### config.mk
export PLATFORM = sky130hd
export DESIGN_NAME = result_display_latch
export DESIGN_NICKNAME = d
export VERILOG_FILES = /design/src/rtl/result_display_latch.sv
export SDC_FILE = /design/constraint.sdc
export NUM_CORES = 1
export LEC_CHECK = 0
export ABC_AREA = 1
export CAP_MARGIN = 20
export CORE_AREA = 2 2 59 89
export CTS_BUF_LIST = sky130_fd_sc_hd__clkbuf_16
export DETAILED_ROUTE_END_ITERATION = 10
export DIE_AREA = 0 0 61 91
export GPL_TIMING_DRIVEN = 1
export PLACE_DENSITY = 0.73
export SLEW_MARGIN = 30
export SYNTH_ARGS = -nofsm -noshare
export SYNTH_HDL_FRONTEND = slang
export SYNTH_SLANG_ARGS = --single-unit
### constraint.sdc
create_clock -name clk -period 1.7 [get_ports clk]
set_input_delay 0.17 -clock clk [delete_from_list [all_inputs] [get_ports clk]]
set_output_delay 0.17 -clock clk [all_outputs]
set_load 0.02 [all_outputs]
### src/rtl/result_display_latch.sv
// Display latch at the end of the calculator datapath.
// A debounced press of the raw KEY snapshots the calculator result, converts it
// to two BCD digits with a one-bit-per-cycle double-dabble, and drives two
// active-low seven-segment displays (tens on segA, ones on segB).
module result_display_latch #(
    parameter int WIDTH           = 4,
    parameter int DEBOUNCE_CYCLES = 16,
    parameter int BLANK_LZ        = 1
) (
    input  logic             clk,
    input  logic             rst_n,
    input  logic [WIDTH-1:0] result,
    input  logic             btn_n,
    output logic [6:0]       segA,
    output logic [6:0]       segB,
    output logic [7:0]       bcd,
    output logic             busy,
    output logic             done
);

    // Counter only needs to reach DEBOUNCE_CYCLES-1 before the level flips.
    localparam int DB_W = (DEBOUNCE_CYCLES > 1) ? $clog2(DEBOUNCE_CYCLES) : 1;
    localparam logic [DB_W-1:0] DB_LAST = DB_W'(DEBOUNCE_CYCLES - 1);

    // WIDTH is at most 6, so three bits always hold the iteration index.
    localparam int IT_W = 3;
    localparam logic [IT_W-1:0] IT_LAST = IT_W'(WIDTH - 1);

    typedef enum logic [1:0] {
        S_IDLE,
        S_CONVERT,
        S_UPDATE
    } state_t;

    // Button path
    logic            r_sync1;
    logic            r_sync2;
    logic            r_deb;
    logic [DB_W-1:0] r_cnt;
    logic            r_press;

    // Conversion datapath
    state_t          r_state;
    logic [WIDTH-1:0] r_shift;
    logic [7:0]      r_acc;
    logic [IT_W-1:0] r_iter;

    // Combinational helpers
    logic [3:0]      w_tens_adj;
    logic [3:0]      w_ones_adj;
    logic [7:0]      w_acc_next;
    logic            w_unused_tens_msb;
    logic [6:0]      w_seg_tens;
    logic [6:0]      w_seg_ones;

    // Active-low seven-segment pattern, bit order g..a.
    function automatic logic [6:0] seg7(input logic [3:0] d);
        logic [6:0] s;
        case (d)
            4'd0:    s = 7'b1000000;
            4'd1:    s = 7'b1111001;
            4'd2:    s = 7'b0100100;
            4'd3:    s = 7'b0110000;
            4'd4:    s = 7'b0011001;
            4'd5:    s = 7'b0010010;
            4'd6:    s = 7'b0000010;
            4'd7:    s = 7'b1111000;
            4'd8:    s = 7'b0000000;
            4'd9:    s = 7'b0010000;
            default: s = 7'b1111111;
        endcase
        return s;
    endfunction

    // Synchronize the raw button, debounce it and emit a one-cycle strobe on a 1->0 flip.
    always_ff @(posedge clk or negedge rst_n) begin
        if (!rst_n) begin
            r_sync1 <= 1'b1;
            r_sync2 <= 1'b1;
            r_deb   <= 1'b1;
            r_cnt   <= '0;
            r_press <= 1'b0;
        end else begin
            r_sync1 <= btn_n;
            r_sync2 <= r_sync1;
            r_press <= 1'b0;
            if (r_sync2 != r_deb) begin
                if (r_cnt == DB_LAST) begin
                    r_deb   <= r_sync2;
                    r_cnt   <= '0;
                    // Only the press direction produces an event; releases are silent.
                    r_press <= ~r_sync2;
                end else begin
                    r_cnt <= r_cnt + DB_W'(1);
                end
            end else begin
                r_cnt <= '0;
            end
        end
    end

    // One double-dabble step: add 3 to any digit >= 5, then shift the next result bit in.
    always_comb begin
        w_tens_adj = r_acc[7:4];
        w_ones_adj = r_acc[3:0];
        if (r_acc[7:4] >= 4'd5) begin
            w_tens_adj = r_acc[7:4] + 4'd3;
        end
        if (r_acc[3:0] >= 4'd5) begin
            w_ones_adj = r_acc[3:0] + 4'd3;
        end
        // The tens MSB shifts out; it is always zero for results up to 63.
        w_unused_tens_msb = w_tens_adj[3];
        w_acc_next        = {w_tens_adj[2:0], w_ones_adj, r_shift[WIDTH-1]};
    end

    // Digit patterns for the finished accumulator, with optional leading-zero blanking.
    always_comb begin
        w_seg_ones = seg7(r_acc[3:0]);
        w_seg_tens = seg7(r_acc[7:4]);
        if ((BLANK_LZ != 0) && (r_acc[7:4] == 4'd0)) begin
            w_seg_tens = 7'h7F;
        end
    end

    // Capture / convert / update sequencer with registered display outputs.
    always_ff @(posedge clk or negedge rst_n) begin
        if (!rst_n) begin
            r_state <= S_IDLE;
            r_shift <= '0;
            r_acc   <= '0;
            r_iter  <= '0;
            segA    <= 7'h7F;
            segB    <= 7'h7F;
            bcd     <= 8'h00;
            busy    <= 1'b0;
            done    <= 1'b0;
        end else begin
            done <= 1'b0;
            case (r_state)
                S_IDLE: begin
                    // Presses are honoured only here, so any strobe while busy is dropped.
                    if (r_press) begin
                        r_shift <= result;
                        r_acc   <= '0;
                        r_iter  <= '0;
                        busy    <= 1'b1;
                        r_state <= S_CONVERT;
                    end
                end
                S_CONVERT: begin
                    r_acc   <= w_acc_next;
                    r_shift <= r_shift << 1;
                    if (r_iter == IT_LAST) begin
                        r_state <= S_UPDATE;
                    end else begin
                        r_iter <= r_iter + IT_W'(1);
                    end
                end
                S_UPDATE: begin
                    bcd     <= r_acc;
                    segA    <= w_seg_tens;
                    segB    <= w_seg_ones;
                    done    <= 1'b1;
                    busy    <= 1'b0;
                    r_state <= S_IDLE;
                end
                default: begin
                    r_state <= S_IDLE;
                end
            endcase
        end
    end

endmodule

# == After elaboration in Yosys (flattened, before gate mapping) ==
# Memory sizes are Yosys's and may differ from the RTL's. A register that Yosys moved wholly into a read port is not among the register bits.
# Index checks and enable logic that the tools add are counted.
# totals
reg_bits,42
rom_bits,224
inputBits,7
out_inout_bits,24
elab_cells,60
mem_count,2
# classes
add_sub_neg,4
magnitude_cmp,2
eq_ne,8
muxes,20
n_bitwise,1
reduce_logical,10
# mem_list
memory,words,word_bits,rd,rd_clocked_by_memory_dff,wr,line_no,source
(name not given),16,7,1,1,0,59,case (d)
(name not given),16,7,1,0,0,59,
# ops
cell,n
4-bit two-way mux,4
8-bit one-hot mux with 2 select lines,1
3-bit two-way mux,3
4-bit by 3-bit >= comparator with 1-bit output (second input constant),2
8-bit two-way mux,1
4-bit one-hot mux with 2 select lines,1
2-bit AND reduction,4
7-bit two-way mux,1
2-bit != test (second input constant),3
3-bit one-hot mux with 2 select lines,1
4-bit by 1-bit adder with 4-bit output (second input constant),1
4-bit by 2-bit adder with 4-bit output (second input constant),1
4-bit == test (second input constant),1
4-bit logical NOT,1
1-bit two-way mux,4
2-bit two-way mux,2
2-bit one-hot mux with 2 select lines,1
2-bit nonzero test,2
3-bit by 1-bit adder with 3-bit output (second input constant),1
3-bit by 2-bit adder with 3-bit output (second input constant),1
3-bit by 2-bit == test with 1-bit output (second input constant),1
3-bit AND reduction,1
2-bit by 1-bit == test with 1-bit output (second input constant),1
2-bit == test (second input constant),1
other kinds (5),5

# == Depth between registers and ports, before layout ==
# Gate-level depths: netlist of run 1.
# logic_depth
word_depth,3
mapped_depth,9
ltp_nobuf,9

# == Worst setup path before layout of run 1 ==
# Ideal clock, no wire load.
# synth_timing
path_type,register -> register
startpoint,register r_acc[0]
endpoint,register r_acc[3]
setup_time_ps,127
arrival_time_ps,1180
t_required_ps,1573
slack_ps,393
stages_incl_launch_ff,8
period_less_slack_ps,1307
path_cell_list,dfrtp_1 inv_1 ha_1 ha_1 inv_1 nand2_1 nand3_1 o21ai_0
# synth_via
elab_chain_cells,3
# synth_rtl
item,line_no,source
start: declaration,45,logic [7:0] r_acc;
start signal: assignment,152,r_acc <= w_acc_next;
4-bit by 2-bit adder with 4-bit output / 4-bit by 3-bit >= comparator with 1-bit output (equally long branches),"110, 109",
4-bit two-way mux *,109,if (r_acc[3:0] >= 4'd5) begin
8-bit one-hot mux with 2 select lines *,140,case (r_state)
# Every way passes the cells marked *; elsewhere a longest branch is shown, timed or not.
# A chain may end at the register's enable or synchronous reset.

# == Worst setup path in the final report of run 1 ==
# layout_timing
startpoint,register segA[4]
endpoint,output port segA[4]
# layout_rtl
item,line_no,source
start: declaration,14,"output logic [6:0] segA,"
start signal: assignment,162,segA <= w_seg_tens;
# No word-level cell between the ends.

==> run summary, run 1 <==
Fmax -> 0.628 GHz
Vias -> 1,850
FF-to-FF setup slack -> 0.24 ns
GRT Residual Overflow -> 0
CP max-delay cell -> clkdlybuf4s50_1
multi-input logic area -> 961 um^2
fin crit share -> 0.937
maximum VDD drop -> 0.667 mV
IO Count -> 31
worst rel slew slack -> 0.724
CP Buf/Inv Count -> 1
Seq/Total Area, Yosys -> 0.533
Critical R2R Launch -> r_acc[0]
Reg area -> 1250 um^2
ANT nets after route -> 0
Pwr Total -> 2.36 mW
Largest stage delay, worst path -> 0.60 ns
CTS sink cnt -> 49
clock period minus worst slack -> 1.59 ns
core footprint -> 4770 um^2
Vias/cell -> 5.00
WS Path Type -> reg -> out
post-route setup TNS -> 0 ns
Post-Route WL -> 4650 um
DRC Markers -> 0
largest net degree at the start of global routing -> 19
share of cells above drive strength 1 -> 0.145
Syn Area/Cell -> 8.83 um^2
Mapped Cells -> 265
distinct cell type count after synthesis -> 28
Leak -> 1.42 nW
Power Density -> 810 nW/um^2
CTS max path bufs -> 2
Worst Path Arrival -> 1.42 ns
Die Width -> 61 um
Critical Path RT -> 1.53 ns
critical path launch point -> segA[4]
Root Driver -> clkbuf_16
TritonCTS Buffers -> 5
Netlist Area Pre-Place -> 2340 um^2
unrepaired setup endpoints after global routing -> no
Worst Hold Class -> in -> reg
dpl cells -> 361
post-cts resize count -> 0
crit path launch type -> flip-flop
Routed wire per std cell -> 12.6 um
CP endpoint -> segA[4]
Nets -> 323
area delta synth->final -> 24.2%
outcome -> finished, final reports clean
WP depth -> 1
die area -> 5550 um^2
num rows -> 31
GPL Wtd Cong -> 0.918
1st-pass router iterations -> 4
Final Slew Violations -> 0
Ant. Diodes -> 0
critical-path maximum fanout -> 2
Worst Max-Slew Pin Slew -> 0.411 ns
Worst R2R End -> r_acc[3]
cells along the critical path -> clkdlybuf4s50_1
R2R cell count -> 7
syn nets -> 285
cell family with the largest share of critical-path delay -> buffers and inverters
first-pass GRT wire length -> 7850 um
vias in the first global route -> 1,779
IO Port Bufs -> 30
GRT Resource Usage Total -> 0.187
initial antenna violation count -> 0
number of synthesized register bits -> 49
CTS tree -> done
final cell count without fillers -> 370
Die H -> 91 um
crit end category -> primary output
Post-CTS Setup Bufs -> 0
H-tree Lvls -> 2
Synthesis Warnings -> 0
CTS clk-pin slew, worst paths -> 0.07 ns
Setup Skew -> 0.00667 ns
Setup-failing EPs final -> 0
DR iter-0 viols -> 51
Worst-Skew Late Latency -> 0.29 ns
Hold Slack -> 0.286 ns
max-cap violations -> 0
Layout fillers -> 437
endpoints failing hold -> 0
DP HPWL -> 3430 um
Initial Utilization -> 0.491
layout by cell type, fill, tap and decap left out, drive strengths merged:
cell | netlist | layout
ha | 13 | 13
nand4 | 2 | 2
nand2 | 75 | 75
clkbuf | 2 | 5
dfrtp | 32 | 32
inv | 25 | 26
bufinv | 0 | 1
or2 | 2 | 2
dfstp | 17 | 17
o22ai | 3 | 3
clkdlybuf4s50 | 0 | 29
xor2 | 1 | 1
nor3 | 1 | 1
o22a | 1 | 1
clkinv | 1 | 2
nor2 | 24 | 24
o211ai | 2 | 2
a21oi | 3 | 3
xnor2 | 1 | 1
nand3 | 30 | 30
buf | 4 | 7
dlygate4sd3 | 0 | 1
o21ai | 25 | 25
a31oi | 1 | 1
power by group:
group          internal, mW  leakage, nW  switching [mW]
clock                 0.691       0.0852           0.420
combinational        0.0236        0.739          0.0349
sequential             1.18        0.600         0.00659
total                  1.89         1.42           0.462
logic make-up after synthesis:
| logic type | count (synthesis) | share of synthesized area |
|---|---|---|
| buf+inv | 32 | 0.0567 |
| compound gates | 35 | 0.0807 |
| fa+ha+maj | 13 | 0.0695 |
| simple gates | 134 | 0.253 |
| xor+xnor | 2 | 0.00748 |
| flops | 49 | 0.533 |
layer usage:
layer,share of wire,track usage,up-vias
li1,-,-,935
met1,0.43,0.217,865
met2,0.52,0.327,43
met3,0.034,0.0399,7
met4,0.013,0.0634,0
met5,0,0,-
synthesized netlist by cell type:
master | number | area share
a21oi_1 | 3 | 0.0064
a31oi_1 | 1 | 0.0027
buf_2 | 3 | 0.0064
buf_6 | 1 | 0.0048
clkbuf_1 | 2 | 0.0032
clkinv_2 | 1 | 0.0021
dfrtp_1 | 32 | 0.34
dfstp_2 | 17 | 0.19
ha_1 | 13 | 0.069
inv_1 | 22 | 0.035
inv_2 | 3 | 0.0048
nand2_1 | 73 | 0.12
nand2_2 | 1 | 0.0027
nand2_4 | 1 | 0.0048
nand3_1 | 24 | 0.051
nand3_2 | 6 | 0.026
nand4_1 | 2 | 0.0053
nor2_1 | 24 | 0.038
nor3_1 | 1 | 0.0021
o211ai_1 | 2 | 0.0064
o21ai_0 | 23 | 0.049
o21ai_1 | 2 | 0.0043
o22a_1 | 1 | 0.0037
o22ai_1 | 3 | 0.0080
or2_1 | 1 | 0.0027
or2_2 | 1 | 0.0027
xnor2_1 | 1 | 0.0037
xor2_1 | 1 | 0.0037
final cells by class:
cell class / count / share of cell area
Inverter: 26 / 0.0340
Multi-Input combinational cell: 184 / 0.330
Sequential cell: 49 / 0.429
Timing Repair Buffer: 37 / 0.120
Clock inverter: 3 / 0.0146
Clock buffer: 5 / 0.0430
Tap cell: 66 / 0.0284
stage by stage:
step           instance area, um^2   util  setup WS (ns)
6_report                      2910  0.609          0.108
5_1_grt                       2910  0.609         0.0647
4_1_cts                       2910  0.609         0.0924
3_5_place_dp                  2730  0.572          0.245
3_3_place_gp                  2730  0.572          0.292
2_1_floorplan                 2340      -          0.393
worst register-to-register path: stages, from the launching register on:
cell and delay [ns]:
dfrtp_1 0.43, inv_1 0.13, ha_1 0.25, ha_1 0.27
inv_1 0.06, nand2_1 0.05, nand3_1 0.07, o21ai_0 0.08
timing repair:
| action | 4_1_cts | 5_1_grt |
|---|---|---|
| hold buffers | 1 | 0 |
| endpoints found under the hold margin | 15 | 0 |
| setup endpoints to repair | 0 | 0 |
worst min path at each step:
stage | from | endpoint | slack [ns] | cells after the start
after floorplan | rst_n | bcd[0] | -0.13 | 0
after global placement | rst_n | r_iter[2] | 0.12 | 1
after detailed placement | rst_n | r_iter[2] | 0.12 | 1
after CTS | btn_n | r_sync1 | 0.29 | 1
after global routing | btn_n | r_sync1 | 0.28 | 1
final | btn_n | r_sync1 | 0.29 | 1
flip-flops by register name, summed over array words and instances (netlist names):
| register | flops |
|---|---|
| bcd | 8 |
| busy | 1 |
| done | 1 |
| r_acc | 8 |
| r_cnt | 4 |
| r_deb | 1 |
| r_iter | 3 |
| r_press | 1 |
| r_shift | 4 |
| r_state | 2 |
| r_sync1 | 1 |
| r_sync2 | 1 |
| segA | 7 |
| segB | 7 |
Note: power is estimated with default switching activity, not from simulation.
==> inputs of run 2 (changes only) <==
Settings changed: SLEW_MARGIN 30 to 20.
==> results of run 2 <==
Final layout, timing and power as in run 1 (identical DEF).
